[src/rtl/restore_above_msb.sv]
// Undoes invert-above-MSB: the captured word is ANDed with a mask of ones from the MSB index down to bit 0.
// The mask is built by a log-step spread over STAGES cycles, and the result is checked against the index/zero flag.
module restore_above_msb #(
   parameter int N = 32
) (
   input  logic                  clk,
   input  logic                  rst,
   input  logic                  in_valid,
   output logic                  in_ready,
   input  logic [N-1:0]          in_data,
   input  logic [$clog2(N)-1:0]  in_msb,
   input  logic                  in_zero,
   output logic                  out_valid,
   input  logic                  out_ready,
   output logic [N-1:0]          out_data,
   output logic                  out_err
);

   localparam int STAGES = $clog2(N);
   localparam int LAST_I = STAGES - 1;
   localparam logic [STAGES-1:0] LAST_STAGE = LAST_I[STAGES-1:0];

   typedef enum logic [1:0] {
      S_IDLE   = 2'd0,
      S_SPREAD = 2'd1,
      S_DONE   = 2'd2
   } state_t;

   state_t              r_state;
   logic [N-1:0]        r_word;
   logic [N-1:0]        r_mask;
   logic [STAGES-1:0]   r_msb;
   logic [STAGES-1:0]   r_stage;
   logic                r_zero;
   logic                r_in_ready;
   logic                r_out_valid;
   logic [N-1:0]        r_out_data;
   logic                r_out_err;

   logic                w_msb_oob;
   logic [N-1:0]        w_onehot;
   logic [N-1:0]        w_mask_load;
   logic [N-1:0]        w_mask_next;
   logic                w_err;

   // One spread step: every set bit also sets the bit 2^stage positions below it.
   function automatic logic [N-1:0] f_spread(input logic [N-1:0] mask, input logic [STAGES-1:0] stage);
      return mask | (mask >> (32'd1 << stage));
   endfunction

   // Consistency of the captured word with its MSB index / zero flag.
   function automatic logic f_err(input logic [N-1:0] word, input logic [STAGES-1:0] msb, input logic zero);
      logic [31:0] idx;
      logic        err;
      idx = 32'(msb);
      err = 1'b0;
      if (zero) begin
         err = (word != {N{1'b1}});
      end else if (idx >= 32'(N)) begin
         err = 1'b1;
      end else begin
         for (int i = 0; i < N; i++) begin
            if ((32'(i) >= idx) && !word[i]) begin
               err = 1'b1;
            end
         end
      end
      return err;
   endfunction

   // Mask seed for a newly accepted word; an out-of-range index seeds nothing.
   always_comb begin
      w_msb_oob   = (32'(in_msb) >= 32'(N));
      w_onehot    = {{(N-1){1'b0}}, 1'b1} << in_msb;
      w_mask_load = (in_zero || w_msb_oob) ? {N{1'b0}} : w_onehot;
   end

   // Next spread step and error flag, derived only from registered state.
   always_comb begin
      w_mask_next = f_spread(r_mask, r_stage);
      w_err       = f_err(r_word, r_msb, r_zero);
   end

   // Control FSM with registered handshake and result outputs.
   always_ff @(posedge clk or posedge rst) begin
      if (rst) begin
         r_state     <= S_IDLE;
         r_word      <= {N{1'b0}};
         r_mask      <= {N{1'b0}};
         r_msb       <= {STAGES{1'b0}};
         r_stage     <= {STAGES{1'b0}};
         r_zero      <= 1'b0;
         r_in_ready  <= 1'b1;
         r_out_valid <= 1'b0;
         r_out_data  <= {N{1'b0}};
         r_out_err   <= 1'b0;
      end else begin
         case (r_state)
            S_IDLE: begin
               if (in_valid) begin
                  r_word     <= in_data;
                  r_msb      <= in_msb;
                  r_zero     <= in_zero;
                  r_mask     <= w_mask_load;
                  r_stage    <= {STAGES{1'b0}};
                  r_in_ready <= 1'b0;
                  r_state    <= S_SPREAD;
               end
            end
            S_SPREAD: begin
               r_mask  <= w_mask_next;
               r_stage <= r_stage + STAGES'(1);
               // The final step's mask feeds the output directly so the result appears with out_valid.
               if (r_stage == LAST_STAGE) begin
                  r_state     <= S_DONE;
                  r_out_valid <= 1'b1;
                  r_out_data  <= r_word & w_mask_next;
                  r_out_err   <= w_err;
               end
            end
            S_DONE: begin
               if (out_ready) begin
                  r_state     <= S_IDLE;
                  r_in_ready  <= 1'b1;
                  r_out_valid <= 1'b0;
                  r_out_data  <= {N{1'b0}};
                  r_out_err   <= 1'b0;
               end
            end
            default: begin
               r_state     <= S_IDLE;
               r_in_ready  <= 1'b1;
               r_out_valid <= 1'b0;
               r_out_data  <= {N{1'b0}};
               r_out_err   <= 1'b0;
            end
         endcase
      end
   end

   assign in_ready  = r_in_ready;
   assign out_valid = r_out_valid;
   assign out_data  = r_out_data;
   assign out_err   = r_out_err;

endmodule

[config.mk]
export PLATFORM = sky130hd
export DESIGN_NAME = restore_above_msb
export DESIGN_NICKNAME = d
export VERILOG_FILES = /design/src/rtl/restore_above_msb.sv
export SDC_FILE = /design/constraint.sdc
export NUM_CORES = 1
export LEC_CHECK = 0
export CORE_MARGIN = 2
export CORE_UTILIZATION = 35
export CTS_CLUSTER_DIAMETER = 150
export DETAILED_ROUTE_END_ITERATION = 6
export SETUP_SLACK_MARGIN = 0.5
export SLEW_MARGIN = 10
export SYNTH_ARGS = -nofsm -noshare
export SYNTH_HDL_FRONTEND = slang
export SYNTH_SLANG_ARGS = --single-unit
[constraint.sdc]
create_clock -name clk -period 7.41 [get_ports clk]
set_input_delay 0.741 -clock clk [delete_from_list [all_inputs] [get_ports clk]]
set_output_delay 0.741 -clock clk [all_outputs]
set_load 0.005 [all_outputs]
==> implementation parameters <==
Parameter                              Value

Clocking
  Latest clock arrival within the worst-skew pair ... 0.36 ns
  Post-CTS setup buffer count ... 0
  Clock-pin transition on the worst setup and hold timing paths ... roughly 0.08 ns
  Buffer levels on the longest clock path ... 2
  Buffer cell driving the clock tree root ... sky130_fd_sc_hd__clkbuf_16
  CTS hold repair buffers ... 0
  # H-tree levels ... 3
  Number of buffers added by the clock tree synthesis step ... 9
  Resized cells post-CTS ... 0
  TritonCTS clock tree ... done
  Clock sinks ... 112

Power
  Worst vdd ir ... around 0.21 mV
  Switching share of power ... 0.534
  Lkg Pwr ... 0.00361 uW
  Total power density per cell area ... 573 nW/um^2
  Share of total power in sequential cells ... 0.284
  Cell internal pwr ... 2260 uW
  Net switching power figure ... 2590 uW
  Relative contribution of combinational cells to total power ... 0.603
  Clk pwr share ... 0.113

Floorplanning
  Starting utilization of the core area ... 0.355
  Die span in y ... 147 um
  Die outline area ... 21600 sq um
  Ports ... 77
  Die Wd ... roughly 150 um
  Number of rows created at floorplan ... 52
  Core Area ... 20200 sq um

Timing
  Post-route setup slack ... around 3.4 ns
  Portion of the clock cycle consumed by the worst path in the final layout ... 0.547
  Final setup violation count ... 0
  Relative slew margins ... 0.177
  Accumulated negative setup slack ... 0 ns
  Unrepaired setup endpoints after global routing ... false
  Worst slew pin tran ... between 1 and 1.5 ns
  Final hold violation count ... 0
  Max Clk Rate ... about 250 MHz
  Min cycle time layout ... 4.06 ns
  Final count of pins violating max slew ... 0
  Worst clock skew ... 0.0110 ns

Detailed routing
  Length of the first detailed-routing pass in iterations ... 5
  Drt total wl ... 29600 um
  Total DRC errors in the routed layout ... 0
  Average vias per placed instance ... 6.27
  Antenna Nets Post-Route ... 0
  Routed WL per cell ... 24.9 um
  Routed via count ... 7440
  Detailed Route Iter0 Violations ... 839

Global route
  GRT Util Overall ... 0.272
  Maximum number of pins on one net before global-route repair ... 66
  Global-route congestion overflow total ... 0
  Wire length of the first global-routing pass ... 44700 um
  Number of antenna violations at the first check in global routing ... 0
  Number of global-route vias before repair ... around 7000

Setup path
  Worst R2R End ... out_data[2]
  R2r setup slk ... 3.35 ns
  Worst reg2reg path startpoint ... r_stage[0]
  Worst setup SP type ... register
  Number of cells on the worst reg-to-reg path ... 8
  Largest fanout on the critical path ... 41
  Required time at the worst-slack endpoint ... 7.62 ns
  Worst Setup End Kind ... register
  Critical path arrival ... 4.26 ns
  Startpoint-to-endpoint class of the critical path ... register to register

Synthesis
  Fraction of synthesis flops using an asynchronous set or reset pin ... 1.00
  Synth Net Count ... 915
  Synth warn ... 0
  Share of the synthesized area in the top cell type ... 0.388
  Leading cell types by total area after synthesis ... sky130_fd_sc_hd__dfrtp_1, sky130_fd_sc_hd__nand2_1, sky130_fd_sc_hd__mux2i_1
  Number of flops mapped to enable cells by yosys ... 0
  Cell count after synthesis ... slightly below 900
  Number of synthesized register bits ... between 100 and 150
  Avg Synthesized Cell Area ... 8.25 sq um
  Seq/Total Area, Yosys ... 0.392
  Post-Synthesis Cell Area ... 7160 sq um
  Number of distinct library cell variants in the gate-level netlist after synthesis ... 66
  Most frequent cells after synthesis ... sky130_fd_sc_hd__nand2_1, sky130_fd_sc_hd__dfrtp_1, sky130_fd_sc_hd__nor2_1
  Primary FF master, synth ... sky130_fd_sc_hd__dfrtp_1
  Most area-hungry cell type in the Yosys netlist ... sky130_fd_sc_hd__dfrtp_1
  Top-count cell post-synth ... sky130_fd_sc_hd__nand2_1

Placement
  Worst slack after detailed placement ... 3.45 ns
  Placed standard-cell area ... between 8000 and 9000 sq um
  Port Buf Inserts ... 76
  GP Congestion ... 0.998
  Post-detailed-placement half-perimeter wirelength ... 21300 um

Job
  Max Cap Violations ... 0

Cells and area
  Count of fill cells added during filler insertion ... 2063
  Post-layout nets ... 960
  Diode count ... 0
  Post-synthesis to final-layout area growth ... 18.1%
  Fraction of layout cells with a size suffix above 1 ... 0.0665
  Design Area, Final ... 8450 sq um

Worst hold path
  Min-Delay Path Depth ... 2
  Endpoint with the worst hold slack ... in_ready
  Worst Min Path Start ... in_ready
  Hold Crit Class ... register to register

Run status
  Run status ... finished clean
[per-stage QoR]
stage / instances / utilization / power (uW) / hold slack, ns
6_report: 1187 / 0.419 / 4850 / 0.469
5_1_grt: 1187 / 0.419 / 5100 / 0.504
4_1_cts: 1187 / 0.419 / 4760 / 0.466
3_5_place_dp: 1171 / 0.403 / 4200 / 0.456
3_3_place_gp: 1171 / 0.403 / 4260 / 0.448
2_1_floorplan: 867 / - / 3100 / 0.451
[worst max-delay path: stages (launching register included)]
cell	delay, ns
sky130_fd_sc_hd__dfrtp_1	0.44
sky130_fd_sc_hd__inv_1	0.10
sky130_fd_sc_hd__ha_1	0.81
sky130_fd_sc_hd__or4b_2	0.64
sky130_fd_sc_hd__buf_4	0.34
sky130_fd_sc_hd__mux2i_1	0.33
sky130_fd_sc_hd__o22ai_1	0.21
sky130_fd_sc_hd__o311ai_0	0.90
sky130_fd_sc_hd__o21ai_1	0.12
[layout make-up]
type	count	area, sq um	share of cell area
Multi-Input combinational cell	685	4040	0.478
Clock inverter	6	90.1	0.0107
Timing Repair Buffer	95	903	0.107
Sequential cell	112	2800	0.332
Tap cell	270	338	0.0400
Inverter	9	36.3	0.00429
Clock buffer	10	239	0.0283
[power groups by stage]
stage / Sequential (uW) / Clock, uW / Combinational, uW
finish: 1380 / 547 / 2920
detailed placement: 1360 / 0 / 2840
floorplan: 1100 / 0 / 2000
global placement: 1370 / 0 / 2890
global route: 1400 / 573 / 3120
CTS: 1350 / 555 / 2850
[layer usage]
metal	track usage	routed length, um	vias up
li1	-	-	3301
met1	0.392	13000	3667
met2	0.422	13400	415
met3	0.0488	2400	57
met4	0.0774	699	0
met5	0	0	-
[worst max path at each step]
stage	slack [ns]	startpoint	depth (start not counted)	endpoint
5_1_grt	3.10	r_stage[0]	8	out_data[2]
2_1_floorplan	3.71	rst	1	out_data[0]
3_3_place_gp	3.45	r_stage[0]	8	out_data[2]
3_5_place_dp	3.45	r_stage[0]	8	out_data[2]
4_1_cts	3.44	r_stage[0]	8	out_data[2]
6_report	3.35	r_stage[0]	8	out_data[2]
[sequential cells by signal (all words and copies together) (netlist names)]
| register | flops |
|---|---|
| r_word | 32 |
| out_valid | 1 |
| r_stage | 5 |
| r_msb | 5 |
| r_mask | 32 |
| in_ready | 1 |
| out_err | 1 |
| out_data | 32 |
| r_zero | 1 |
| r_state | 2 |
[cells in the final DEF (no fill, tap or decap), types with 8 or more instances in the layout]
| cell type | n |
|---|---|
| sky130_fd_sc_hd__clkdlybuf4s50_1 | 76 |
| sky130_fd_sc_hd__o22ai_1 | 15 |
| sky130_fd_sc_hd__o221ai_1 | 11 |
| sky130_fd_sc_hd__a221o_1 | 9 |
| sky130_fd_sc_hd__a211oi_1 | 9 |
| sky130_fd_sc_hd__a21oi_1 | 47 |
| sky130_fd_sc_hd__o211ai_1 | 8 |
| sky130_fd_sc_hd__nand2_1 | 207 |
| sky130_fd_sc_hd__a22oi_1 | 9 |
| sky130_fd_sc_hd__o31ai_1 | 8 |
| sky130_fd_sc_hd__nand4_1 | 11 |
| sky130_fd_sc_hd__a221oi_1 | 11 |
| sky130_fd_sc_hd__mux2i_1 | 40 |
| sky130_fd_sc_hd__o21ai_0 | 44 |
| sky130_fd_sc_hd__o21ai_1 | 8 |
| sky130_fd_sc_hd__a21o_1 | 9 |
| sky130_fd_sc_hd__nor2_1 | 59 |
| sky130_fd_sc_hd__nand3_1 | 29 |
| sky130_fd_sc_hd__inv_1 | 8 |
| sky130_fd_sc_hd__clkbuf_16 | 9 |
| sky130_fd_sc_hd__buf_4 | 19 |
| sky130_fd_sc_hd__a32oi_1 | 9 |
| sky130_fd_sc_hd__a32o_1 | 12 |
| sky130_fd_sc_hd__dfrtp_1 | 111 |
| sky130_fd_sc_hd__nor3_1 | 27 |
| sky130_fd_sc_hd__nor4_1 | 10 |
[cells by family (layout without fill, tap and decap cells)]
logic type / count (synthesis) / count (layout) / synth area share
AND/OR/NAND/NOR: 388 / 388 / 0.244
buffers and inverters: 70 / 120 / 0.0481
AO/OA/AOI/OAI: 248 / 248 / 0.244
multiplexers: 43 / 43 / 0.0607
adder cells (fa/ha/maj): 6 / 6 / 0.0105
flip-flops: 112 / 112 / 0.392
(Power assumes the default switching activity.)
